### src/rtl/traffic_light_monitor.sv
// rtl/traffic_light_monitor.sv - safety monitor for four intersection lamp buses; latches first fault, requests flash.
// Optional lamp-hold watchdog (STUCK, code 5) enabled by defining TLM_WATCHDOG_EN.
module traffic_light_monitor #(
  parameter int MIN_YELLOW = 3,
  parameter int FLASH_DIV  = 1,
  parameter int MAX_HOLD   = 60
) (
  input  logic       clk,
  input  logic       rst,
  input  logic [2:0] light_M1,
  input  logic [2:0] light_S,
  input  logic [2:0] light_M2,
  input  logic [2:0] light_MT,
  input  logic       clear_fault,
  output logic       fault_o,
  output logic [2:0] fault_code,
  output logic [1:0] fault_lane,
  output logic       flash_o
);

  localparam logic [2:0] RED = 3'b100;
  localparam logic [2:0] YEL = 3'b010;
  localparam logic [2:0] GRN = 3'b001;
  localparam int YW = $clog2(MIN_YELLOW + 1);
  localparam int DW = (FLASH_DIV > 1) ? $clog2(FLASH_DIV) : 1;
  localparam logic [YW-1:0] YMAX = YW'(MIN_YELLOW);
  localparam logic [DW-1:0] DMAX = DW'(FLASH_DIV - 1);

  logic [3:0][2:0]    lamp;
  logic [3:0][2:0]    prev_q, prev_d;
  logic [3:0][YW-1:0] ycnt_q, ycnt_d;
  logic               armed_q, armed_d;
  logic               fault_q, fault_d;
  logic [2:0]         code_q, code_d;
  logic [1:0]         lane_q, lane_d;
  logic               flash_q, flash_d;
  logic [DW-1:0]      div_q, div_d;
  logic [4:1][3:0]    bad;
  logic [3:0]         go;
  logic               chk, found, stuck;
  logic [2:0]         vcode;
  logic [1:0]         vlane;

  // Lane index order doubles as the lane priority: 0=M1, 1=S, 2=M2, 3=MT.
  assign lamp = {light_MT, light_M2, light_S, light_M1};

`ifdef TLM_WATCHDOG_EN
  localparam int HW = $clog2(MAX_HOLD + 1);
  localparam logic [HW-1:0] HMAX = HW'(MAX_HOLD);
  logic [HW-1:0] hold_q, hold_d;
  logic          changed;

  always_comb begin
    changed = (lamp != prev_q);
    hold_d  = hold_q;
    if (!armed_q || changed) hold_d = '0;
    else if (!fault_q && hold_q != HMAX) hold_d = hold_q + HW'(1);
  end

  assign stuck = armed_q && !fault_q && !changed && (hold_q >= HMAX - HW'(1));

  always_ff @(posedge clk or posedge rst) begin
    if (rst) hold_q <= '0;
    else     hold_q <= hold_d;
  end
`else
  logic unused_max_hold;
  assign stuck           = 1'b0;
  assign unused_max_hold = (MAX_HOLD != 0);
`endif

  always_comb begin
    chk   = armed_q && !fault_q;
    go    = '0;
    bad   = '0;
    found = 1'b0;
    vcode = 3'd0;
    vlane = 2'd0;
    for (int i = 0; i < 4; i++) begin
      go[i]     = |lamp[i][1:0];
      bad[1][i] = !$onehot(lamp[i]);
      bad[3][i] = chk && ((prev_q[i] == GRN && lamp[i] == RED) ||
                          (prev_q[i] == RED && lamp[i] == YEL) ||
                          (prev_q[i] == YEL && lamp[i] == GRN));
      bad[4][i] = chk && prev_q[i] == YEL && lamp[i] == RED && ycnt_q[i] < YMAX;
      ycnt_d[i] = (lamp[i] != YEL) ? '0 :
                  (ycnt_q[i] == YMAX) ? YMAX : ycnt_q[i] + YW'(1);
    end
    // Conflicting pairs reported at their lower lane index.
    bad[2][0] = go[1] && go[0];
    bad[2][1] = go[1] && (go[2] || go[3]);
    bad[2][2] = go[2] && go[3];
    for (int c = 1; c <= 4; c++) begin
      for (int i = 0; i < 4; i++) begin
        if (!found && bad[c][i]) begin
          found = 1'b1;
          vcode = 3'(c);
          vlane = 2'(i);
        end
      end
    end
    if (!found && stuck) begin
      found = 1'b1;
      vcode = 3'd5;
      vlane = 2'd0;
    end

    prev_d  = lamp;
    armed_d = 1'b1;
    fault_d = fault_q;
    code_d  = code_q;
    lane_d  = lane_q;
    flash_d = flash_q;
    div_d   = div_q;
    if (fault_q) begin
      if (clear_fault) begin
        armed_d = 1'b0;
        fault_d = 1'b0;
        code_d  = 3'd0;
        lane_d  = 2'd0;
        flash_d = 1'b0;
        div_d   = '0;
      end else if (div_q == '0) begin
        flash_d = !flash_q;
        div_d   = DMAX;
      end else begin
        div_d = div_q - DW'(1);
      end
    end else if (found) begin
      fault_d = 1'b1;
      code_d  = vcode;
      lane_d  = vlane;
      flash_d = 1'b0;
      div_d   = '0;
    end
  end

  always_ff @(posedge clk or posedge rst) begin
    if (rst) begin
      prev_q  <= {4{RED}};
      ycnt_q  <= '0;
      armed_q <= 1'b0;
      fault_q <= 1'b0;
      code_q  <= 3'd0;
      lane_q  <= 2'd0;
      flash_q <= 1'b0;
      div_q   <= '0;
    end else begin
      prev_q  <= prev_d;
      ycnt_q  <= ycnt_d;
      armed_q <= armed_d;
      fault_q <= fault_d;
      code_q  <= code_d;
      lane_q  <= lane_d;
      flash_q <= flash_d;
      div_q   <= div_d;
    end
  end

  assign fault_o    = fault_q;
  assign fault_code = code_q;
  assign fault_lane = lane_q;
  assign flash_o    = flash_q;

endmodule
### config.mk
export PLATFORM = sky130hd
export DESIGN_NAME = traffic_light_monitor
export DESIGN_NICKNAME = d
export VERILOG_FILES = /design/src/rtl/traffic_light_monitor.sv
export SDC_FILE = /design/constraint.sdc
export NUM_CORES = 1
export LEC_CHECK = 0
export CAP_MARGIN = 20
export CORE_MARGIN = 10
export CORE_UTILIZATION = 50
export DETAILED_ROUTE_END_ITERATION = 7
export HOLD_SLACK_MARGIN = 0.06
export PLACE_DENSITY = 0.73
export SYNTH_ARGS = -nofsm -noshare
export SYNTH_HDL_FRONTEND = slang
export SYNTH_SLANG_ARGS = --single-unit
### constraint.sdc
create_clock -name clk -period 3.5 [get_ports clk]
set_input_delay 0.7 -clock clk [delete_from_list [all_inputs] [get_ports clk]]
set_output_delay 0.7 -clock clk [all_outputs]
set_load 0.03 [all_outputs]
==> results.yml <==
floorplan:
  fp.coreArea_um2: 3310
  io_pins: 22
  rows: 21
  die_x_um: 78.2
  initial_utilization_pct: 51.1
  die_y_um: 78.2
  dieArea_um2: 6110
min_path:
  hold_class: "reg -> reg"
  min_path_cells: 1
synthesis:
  synth-seq-area-share_pct: 41.7
  yosysTopAreaCell: "dfrtp_1"
  ys_warn_count: 0
  syn_area_um2: 1690
  netlist_instances: 168
  synth_fp_nets: 187
  synth.distinct_cells: 49
  netlist_top_cells_area: "dfrtp_1, dfstp_2, fa_1"
  synth_edf_count: 0
  async_reset_ff_share_pct: 100
  avgSynthCellArea_um2: 10.1
  ys_seq_elements: 28
  synth_top_area_share_pct: 35.5
  synth_flop_cell: "dfrtp_1"
timing:
  rsz0062_at_grt: "false"
  period_needed_ns: 2.96
  finalMaxSlewViolations: 0
  finalClockSkew_ns: 0.0122
  final-setup-viol-count: 0
  max-slew-margin-rel_pct: 57.8
  fin_tns_setup_ns: 0
  worst_pin_slew_ns: 0.631
  hold_viol: 0
  period_share_pct: 84.6
  fmax_mhz: 338
detailed_routing:
  drtIter0Drc: 104
  wl_um: 3750
  first_pass_iters: 4
  post_drt_wl_per_cell_um: 15.2
  vias: 1416
  ant_nets: 0
  routed_via_density: 5.73
  route.detailed.drc: 0
critical_path:
  r2r_cells: 6
  worstPathArrival_ns: 3.19
  regToRegSetupSlack_ns: 1.41
  worstPathCellList: "clkdlybuf4s50_1, inv_1, fa_1, nor4bb_1, and2_1, nand2b_1, nor2_1, nand2_1, o31a_1"
  setup.worst_path.end_class: "register"
  critical_path_peak_fanout: 6
  reg2reg_to: "fault_code[1]"
  crit_path_start_kind: "input port"
  worstSetupEndpoint: "fault_o"
  timing.critical_path.from: "light_MT[1]"
  reg2reg_from: "prev_q[5]"
  slowest_stage: "clkdlybuf4s50_1"
  critPathRequiredTime_ns: 3.73
  critical_path_class: "in -> reg"
  worst_path_largest_cell_delay_ns: 0.57
layout:
  drive_gt1_share_pct: 14.9
  nFillCells: 273
  area_delta_synth_final_pct: 22.3
  nets: 221
  fin_area_um2: 2070
  num_antenna_cells: 0
pwr:
  switchingPower_uw: 190
  swShare_pct: 28.4
  leakagePower_nw: 0.829
  intPower_uw: 478
  combinationalPowerShare_pct: 22.7
  clkPwrFrac_pct: 23.5
  peakVddDrop_mv: 0.265
  power_density_nw_per_um2: 323
  power_uw: 668
  seqPwrFrac_pct: 53.7
global_route:
  track_usage_pct: 12.4
  grt_pass1_vias: 1412
  grt_remaining_overflow: 0
  grt_pass1_wl_um: 6330
  antenna_found_initial: 0
  grt_max_degree: 29
clocking:
  tritoncts: "built"
  cts.repair.resized: 0
  post_cts_buffers: 0
  cts_buffer_depth: 2
  cts_made_buffers: 3
  cts.reportedPaths.clkPinSlew_ns: 0.15
  clock_latency_ns: 0.34
  cts.sinks: 28
  htreeDepth: 1
  cts_root_buf: "clkbuf_4"
  hold_buffers: 0
placement:
  place_area_um2: 2020
  gp_congestion: 0.868
  hpwl_um: 3000
  io_buffers: 21
status:
  status: "finished, final reports clean"
flow_run:
  max_cap_violations: 0
==> Yosys cell counts, drive strengths merged, types with 3 or more instances <==
cell / n
nand2: 11
nor4: 6
nor2b: 7
o31ai: 3
inv: 17
nor3b: 4
buf: 3
nor3: 4
o31a: 3
nor4bb: 6
o21ai: 4
nor2: 16
dfrtp: 24
fa: 4
nand2b: 5
dfstp: 4
a31oi: 3
a21oi: 6
nand4: 4
==> power groups by stage <==
stage	registers, mW	logic [mW]	clock network (mW)
floorplan	0.372	0.0744	0
global placement	0.363	0.147	0
detailed placement	0.364	0.150	0
CTS	0.359	0.151	0.162
global route	0.361	0.166	0.178
finish	0.359	0.152	0.157
==> critical path, delay by kind of cell <==
kind	cells	cell delay (ns)
AND/OR/NAND/NOR	5	1.02
buffers and inverters	2	0.69
adder cells (fa/ha/maj)	1	0.50
AO/OA/AOI/OAI	1	0.26
==> area by class of cell <==
| type | instances | area [um2] | area share (%) |
|---|---|---|---|
| clock buffers | 4 | 36.3 | 1.75 |
| inverters | 17 | 63.8 | 3.09 |
| multi-input cells | 119 | 897 | 43.4 |
| flip-flops and latches | 28 | 706 | 34.1 |
| well taps | 46 | 57.6 | 2.78 |
| repair buffers | 33 | 308 | 14.9 |
==> metrics by stage <==
| step | worst slack, ns | utilization (%) | hold slack [ns] | std cells |
|---|---|---|---|---|
| after CTS | 0.565 | 62.0 | 0.492 | 246 |
| after floorplan | 0.767 | - | 0.444 | 168 |
| after detailed placement | 0.226 | 60.9 | 0.472 | 242 |
| final | 0.540 | 62.5 | 0.490 | 247 |
| after global routing | 0.357 | 62.5 | 0.513 | 247 |
| after global placement | 0.267 | 60.9 | 0.456 | 242 |
==> worst min path at each step <==
| stage | start | to | slack (ns) |
|---|---|---|---|
| 5_1_grt | ycnt_q[4] | ycnt_q[4] | 0.51 |
| 6_report | ycnt_q[4] | ycnt_q[4] | 0.49 |
| 3_5_place_dp | ycnt_q[4] | ycnt_q[4] | 0.47 |
| 2_1_floorplan | ycnt_q[4] | ycnt_q[4] | 0.44 |
| 3_3_place_gp | ycnt_q[4] | ycnt_q[4] | 0.46 |
| 4_1_cts | ycnt_q[4] | ycnt_q[4] | 0.49 |
==> sequential cells by signal (all words and copies together) (netlist names) <==
| name | flops |
|---|---|
| prev_q | 12 |
| ycnt_q | 8 |
| fault_code | 3 |
| fault_lane | 2 |
| armed_q | 1 |
| fault_o | 1 |
| flash_o | 1 |
==> logic make-up after synthesis <==
| logic type | synth area share (%) |
|---|---|
| adder cells (fa/ha/maj) | 4.73 |
| flip-flops | 41.7 |
| AO/OA/AOI/OAI | 21.1 |
| multiplexers | 0.592 |
| AND/OR/NAND/NOR | 26.6 |
| buffers and inverters | 5.25 |
==> routing by layer <==
metal / track usage [%] / routed length, um
met5: 0 / 0
met4: 2.87 / 59
met3: 3.99 / 192
met2: 20.6 / 1850
met1: 15.2 / 1650
==> layout by cell type (no fill, tap or decap), types with 6 or more instances in the layout <==
master,instances
buf_4,11
clkdlybuf4s50_1,21
dfrtp_1,24
inv_1,17
nand2_1,11
nor2_1,16
nor2b_1,7
nor4_1,6
nor4bb_1,6
No activity file was read; power rests on OpenSTA's default activity.
